## src/rtl/param_updown_counter_if.sv

```systemverilog
// Control and status bundle for one param_updown_counter stage.
// No handshake: controls are sampled on every rising clk edge; count/wrap/ovf are registered, tc is combinational.
interface param_updown_counter_if #(
    parameter int WIDTH = 4
);
    logic             clr;
    logic             load;
    logic [WIDTH-1:0] load_val;
    logic             en;
    logic             up;
    logic [WIDTH-1:0] count;
    logic             tc;
    logic             wrap;
    logic             ovf;

    modport master (
        output clr, load, load_val, en, up,
        input  count, tc, wrap, ovf
    );

    modport slave (
        input  clr, load, load_val, en, up,
        output count, tc, wrap, ovf
    );
endinterface

```

## src/rtl/param_updown_counter.sv

```systemverilog
// Modulo-N up/down counter with clear, clamped load, wrap/saturate modes,
// cascade terminal count, one-cycle wrap pulse and sticky overflow.
module param_updown_counter #(
    parameter int      WIDTH    = 4,
    parameter longint  MODULUS  = 16,
    parameter bit      SATURATE = 1'b0
) (
    input  logic                  clk,
    input  logic                  reset,
    param_updown_counter_if.slave bus
);

    if (WIDTH < 1 || WIDTH > 32) begin : g_bad_width
        $error("param_updown_counter: WIDTH must be 1..32");
    end
    if (MODULUS < 2 || MODULUS > (longint'(1) << WIDTH)) begin : g_bad_modulus
        $error("param_updown_counter: MODULUS must be 2..2**WIDTH");
    end

    // Held in WIDTH+1 bits so MODULUS = 2**WIDTH does not overflow.
    localparam logic [WIDTH:0] TERM = (WIDTH+1)'(MODULUS - 1);

    logic [WIDTH-1:0] count_q, count_d;
    logic             wrap_q, wrap_d;
    logic             ovf_q, ovf_d;
    logic             at_top;
    logic             at_zero;

    assign at_top  = ({1'b0, count_q} == TERM);
    assign at_zero = (count_q == '0);

    always_comb begin
        count_d = count_q;
        wrap_d  = 1'b0;
        ovf_d   = ovf_q;
        if (bus.clr) begin
            count_d = '0;
            ovf_d   = 1'b0;
        end else if (bus.load) begin
            if ({1'b0, bus.load_val} > TERM) count_d = TERM[WIDTH-1:0];
            else                             count_d = bus.load_val;
        end else if (bus.en) begin
            if (bus.up) begin
                if (at_top) begin
                    wrap_d = 1'b1;
                    ovf_d  = 1'b1;
                    if (!SATURATE) count_d = '0;
                end else begin
                    // Guarded by at_top, so this never exceeds the modulus.
                    count_d = count_q + WIDTH'(1);
                end
            end else begin
                if (at_zero) begin
                    wrap_d = 1'b1;
                    ovf_d  = 1'b1;
                    if (!SATURATE) count_d = TERM[WIDTH-1:0];
                end else begin
                    count_d = count_q - WIDTH'(1);
                end
            end
        end
    end

    always_ff @(posedge clk or negedge reset) begin
        if (!reset) begin
            count_q <= '0;
            wrap_q  <= 1'b0;
            ovf_q   <= 1'b0;
        end else begin
            count_q <= count_d;
            wrap_q  <= wrap_d;
            ovf_q   <= ovf_d;
        end
    end

    assign bus.count = count_q;
    assign bus.wrap  = wrap_q;
    assign bus.ovf   = ovf_q;
    assign bus.tc    = bus.en & (bus.up ? at_top : at_zero);

endmodule
```

## src/flat_wrapper.sv

```systemverilog
// flat-port wrapper written by rule: the top's interface ports become plain ports
module param_updown_counter_flat 
#(
    parameter int      WIDTH    = 4,
    parameter longint  MODULUS  = 16,
    parameter bit      SATURATE = 1'b0
)
  (clk, reset, bus_clr, bus_load, bus_load_val, bus_en, bus_up, bus_count, bus_tc, bus_wrap, bus_ovf);
  param_updown_counter_if #(.WIDTH(WIDTH)) bus_i ();
  input  logic clk;
  input  logic reset;
  input wire logic [$bits(bus_i.clr)-1:0] bus_clr;
  input wire logic [$bits(bus_i.load)-1:0] bus_load;
  input wire logic [$bits(bus_i.load_val)-1:0] bus_load_val;
  input wire logic [$bits(bus_i.en)-1:0] bus_en;
  input wire logic [$bits(bus_i.up)-1:0] bus_up;
  output wire logic [$bits(bus_i.count)-1:0] bus_count;
  output wire logic [$bits(bus_i.tc)-1:0] bus_tc;
  output wire logic [$bits(bus_i.wrap)-1:0] bus_wrap;
  output wire logic [$bits(bus_i.ovf)-1:0] bus_ovf;
  assign bus_i.clr = bus_clr;
  assign bus_i.load = bus_load;
  assign bus_i.load_val = bus_load_val;
  assign bus_i.en = bus_en;
  assign bus_i.up = bus_up;
  assign bus_count = bus_i.count;
  assign bus_tc = bus_i.tc;
  assign bus_wrap = bus_i.wrap;
  assign bus_ovf = bus_i.ovf;
  param_updown_counter #(.WIDTH(WIDTH), .MODULUS(MODULUS), .SATURATE(SATURATE)) u_core (.clk(clk), .reset(reset), .bus(bus_i));
endmodule
```

## config.mk

```make
export PLATFORM = sky130hd
export DESIGN_NAME = param_updown_counter_flat
export DESIGN_NICKNAME = d
export VERILOG_FILES = /design/src/rtl/param_updown_counter_if.sv /design/src/rtl/param_updown_counter.sv /design/src/flat_wrapper.sv
export SDC_FILE = /design/constraint.sdc
export NUM_CORES = 1
export LEC_CHECK = 0
export CORE_AREA = 2 2 39 41
export DETAILED_ROUTE_END_ITERATION = 16
export DIE_AREA = 0 0 41 43
export SETUP_SLACK_MARGIN = 0.3
export SYNTH_ARGS = -nofsm -noshare
export SYNTH_HDL_FRONTEND = slang
export SYNTH_SLANG_ARGS = --single-unit
```

## constraint.sdc

```tcl
create_clock -name clk -period 1.4 [get_ports clk]
set_input_delay 0.14 -clock clk [delete_from_list [all_inputs] [get_ports clk]]
set_output_delay 0.14 -clock clk [all_outputs]
set_load 0.02 [all_outputs]
```

# Yosys cells after proc, flatten, opt, wreduce, memory -nomap -nowiden
# Cells that the tools add are included.
# classes
n_eq_ne	3
muxes	19
addsub	2
reduce_logical	5
bitwise	1
# ops
op	n
4-bit two-way mux	6
1-bit two-way mux	13
3-bit nonzero test	2
4-bit by 1-bit adder with 4-bit output (second input constant)	1
4-bit == test (second input constant)	1
4-bit zero test	1
4-bit AND reduction	1
4-bit by 1-bit subtractor with 4-bit output (second input constant)	1
3-bit by 2-bit != test with 1-bit output (second input constant)	1
2-bit != test (second input constant)	1
2-bit nonzero test	1
1-bit AND	1
# totals
word_cells	33
out_inout_bits	7
inputBits	10
ff_bits	6

# Logic depth before layout (Yosys ltp)
# logic_depth
word_depth	6
mapped_depth	6
depth_no_buf	6

# Worst setup path before layout
# Ideal clock, no wire load.
# synth_timing
path_kind	reg2reg
start	register u_core.count_q[0] (netlist: u_core.bus.count[0])
end	register u_core.count_q[0] (netlist: u_core.bus.count[0])
setup_ns	0.077
path_slack_ns	-0.194
t_required_ns	1.323
period_less_slack_ns	1.594
n_path_buf	0
path_stages_with_launch	7
arrival_ns	1.516
cell_sequence	dfrtp_1 -> inv_1 -> ha_1 -> nor4b_1 -> nor3_1 -> a211o_1 -> a21oi_1
# synth_via
elab_chain_cells	6
elab_cells_between_ends	10
cone_classes	2 x add/sub; 1 x eq/ne; 6 x mux; 1 x reduce/logical
# synth_lines
item	line	source
start: declaration	param_updown_counter.sv:23	logic [WIDTH-1:0] count_q, count_d;
start signal: assignment	param_updown_counter.sv:70	count_q <= count_d;
4-bit by 1-bit subtractor with 4-bit output (tied with other cells)	param_updown_counter.sv:58	count_d = count_q - WIDTH'(1);
4-bit two-way mux, on equally long branches	param_updown_counter.sv:53, param_updown_counter.sv:44	
4-bit two-way mux (*)	param_updown_counter.sv:43	if (bus.up) begin
4-bit two-way mux (*)	param_updown_counter.sv:42	end else if (bus.en) begin
4-bit two-way mux (*)	param_updown_counter.sv:39	end else if (bus.load) begin
4-bit two-way mux (*)	param_updown_counter.sv:36	if (bus.clr) begin
# Every way passes the cells marked *; elsewhere a longest branch is shown, timed or not. The select of a mux whose other input is x is not followed.
# A chain may end at the register's enable or synchronous reset.

# Final worst setup path
# layout_timing
start	register u_core.count_q[1] (netlist: u_core.bus.count[1])
end	output port bus_tc
# layout_via
elab_chain_cells	3
elab_cells_between_ends	4
cone_classes	1 x eq/ne; 1 x mux; 1 x bitwise; 1 x reduce/logical
# layout_lines
item	line	source
4-bit == test or 4-bit zero test (tied branches)	param_updown_counter.sv:29, param_updown_counter.sv:30	
1-bit two-way mux (*)	param_updown_counter.sv:79	assign bus.tc = bus.en & (bus.up ? at_top : at_zero);
1-bit AND (*)	param_updown_counter.sv:79	
end: declaration	flat_wrapper.sv:18	output wire logic [$bits(bus_i.tc)-1:0] bus_tc;
# Every way passes the cells marked *; elsewhere a longest branch is shown, timed or not.

==> results by group <==
Outcome
  • Outcome: finished with violations
  • Violated checks: negative setup slack

Clocking
  • CTS root buffer: clkbuf_4
  • H-tree levels: 1
  • Clk Latency, worst-skew pair: around 0.25 ns
  • CTS Buf Count: 3
  • Post-CTS Hold Buffers: 0
  • CTS clk-pin slew, worst paths: 0.05 ns
  • Maximum clock insertion buffer count: 2
  • CTS tree: built
  • CTS Sinks: 6

STA
  • Final period util: 114%
  • Max Clk Rate: 0.627 GHz
  • Min Tclk post-route: 1.59 ns
  • Clock skew: approximately 0.0090 ns
  • RSZ-0062 raised after global routing: yes
  • Worst-margin pin slew: 0.373 ns
  • # setup viols final: 5
  • Final hold vios: 0
  • Pins over their slew limit: 0
  • Max_slew headroom: between 70% and 80%
  • Final WS setup: -0.194 ns

Pwr
  • Pwr dens: 732 nW/um2
  • Switching share of power: 30.0%
  • Gate power share: 40.8%
  • Switching pwr: about 0.00019 W
  • Flop pwr share: a little under a third
  • Max rail drop VDD: between 0.5 and 0.6 mV
  • Clk pwr share: 27.8%
  • P_int: between 0.0004 and 0.0005 W
  • LEAKAGE: between 0.4 and 0.5 nW

Floorplan
  • Die area: 1760 um2
  • Core box area: 1380 um2
  • Num rows: 14
  • DIE HEIGHT: ~43 um
  • I/O pin cnt: 17
  • Starting density of the core: a little under a third
  • Die width: around 41 um

Job
  • Max-cap violations: 0

Setup path
  • CP max FO: 4
  • Critical path class: reg -> out
  • Worst setup EP type: output port
  • Worst EP arrival: 1.45 ns
  • Reg2reg setup slack: -0.19 ns
  • WP data required: between 1 and 1.5 ns
  • FF-to-FF path depth: 5
  • Critical Path Start Type: flip-flop

Synthesis
  • Sequential share of the synthesized area: between 30% and 40%
  • Yosys warns: 0
  • Post-synth ARST share: between 90% and 100%
  • Post-Synthesis Cells: 47
  • Seq cells post-synth: 6
  • Primary FF master, synth: dfrtp_1
  • Syn Nets: 59
  • Synth Cell Area: about 430 um2
  • Mean post-synth cell area: 9.16 um2
  • Post-synth EDFFs: 0
  • Distinct cells, synth: 28

Routing
  • Starting DRC count in detailed routing: 4
  • Pre-Repair DR Iteration Count: 2
  • DRC Markers: 0
  • Avg WL per Cell: around 13 um
  • Antenna viol nets, final: 0
  • Via-per-instance ratio: 4.86
  • Routed wire length: approximately 1300 um
  • Via count of the routed design: 491

Place
  • IO buf count: 16
  • Final GP Congestion: about 0.72
  • Placed Instances: 90
  • DP HPWL: around 880 um

Layout
  • Synth-to-layout area growth: 102%
  • Most frequent cells in the layout: 19 x buf_4, 9 x clkdlybuf4s50_1, 6 x buf_6
  • Number of diodes: 0
  • Commonest non-fill, non-tap cell in the layout: buf_4
  • Fin nets: just under 100
  • Layout Utilization: roughly 63%
  • Share of cells above drive strength 1: a little under three fifths
  • FILL cells: roughly 120
  • Final instance count without filler cells: a little over 100

Global routing
  • First-pass GRT wire length: 2080 um
  • Initial antenna violation count: 0
  • Congestion Overflow GR: 0
  • Vias in the first global route: around 500
  • Tot GR Track Use: between 10% and 20%
  • Largest net degree at the start of global routing: 11

Hold path
  • Hold Crit Class: in -> async
-- power groups by stage --
stage / Clock, W / Combinational [W] / Sequential, W
floorplan: 0 / 0.0000800 / 0.000219
global placement: 0 / 0.000206 / 0.000200
detailed placement: 0 / 0.000209 / 0.000200
CTS: 0.000186 / 0.000245 / 0.000198
global route: 0.000195 / 0.000283 / 0.000200
finish: 0.000177 / 0.000260 / 0.000199
-- cells in the mapped netlist (2+ instances only) --
cell	count	area share, %
dfrtp_1	6	35
a21oi_1	3	3.5
nand2_1	2	1.7
o21ai_0	2	2.3
nor2_1	3	2.6
inv_1	6	5.2
nor3_1	2	2.3
ha_1	2	5.8
mux2i_1	2	4.7
-- logic make-up after synthesis --
group	count (synthesis)	share of synthesized area, %
muxes	2	4.65
and+or+nand+nor	12	16.3
DFF	6	34.9
AOI/OAI and AO/OA	15	27.0
buffers and inverters	8	7.27
xor gates and xnor gates	2	4.07
adders and majority gates	2	5.81
-- area by class of cell --
type	instances	area, um2	share of cell area [%]
Sequential cell	6	155	17.9
Clock buffer	4	26.3	3.03
Tap cell	16	20.0	2.31
Inverter	6	22.5	2.59
Multi-Input combinational cell	33	325	37.5
Timing Repair Buffer	36	319	36.7
-- layer usage --
metal  vias up  part of all wire (%)  wire [um]  global-route usage (%)
met5         -                     0          0                       0
met4         0                   1.1         14                    10.0
met3         2                   5.8         74                    1.57
met2        18                    52        664                    28.4
met1       223                    41        524                    21.9
li1        248                     -          -                       -
-- metrics by stage --
stage                     power, W  hold WS, ns  setup slack (ns)  TNS [ns]  instance area, um2
after floorplan           0.000299       -0.156           -0.0673    -0.243                 450
after global placement    0.000406        0.407            -0.477     -1.23                 719
after detailed placement  0.000409        0.411            -0.511     -1.38                 719
after CTS                 0.000629        0.137            -0.205    -0.585                 832
after global routing      0.000678        0.144            -0.272     -1.02                 868
final                     0.000636        0.135            -0.194    -0.610                 868
-- worst max-delay path, cell delays in order, from the launching register on --
cell     delay (ns)
dfrtp_2        0.45
ha_4           0.18
and4_2         0.22
o21ai_2        0.16
inv_1          0.07
buf_6          0.13
-- worst paths after layout --
check | from | to
worst max-delay path | u_core.bus.count[1] | bus_tc
worst max register to register | u_core.bus.count[1] | u_core.bus.count[3]
worst min register to register | u_core.bus.ovf | u_core.bus.ovf
max in group asynchronous | reset | u_core.bus.count[2]
worst min-delay path | reset | u_core.bus.count[3]
min in group clk | bus_load_val[3] | u_core.bus.count[3]
-- sequential cells by signal, indices dropped and copies added (netlist names) --
signal            cells
u_core.bus.count      4
u_core.bus.ovf        1
u_core.bus.wrap       1
-- what timing repair did --
action,CTS,global route
gates resized for setup,41,9
buffers inserted,6,1
endpoints found under the setup margin,13,11
pin swaps,9,2
No activity file was read; power rests on OpenSTA's default activity.
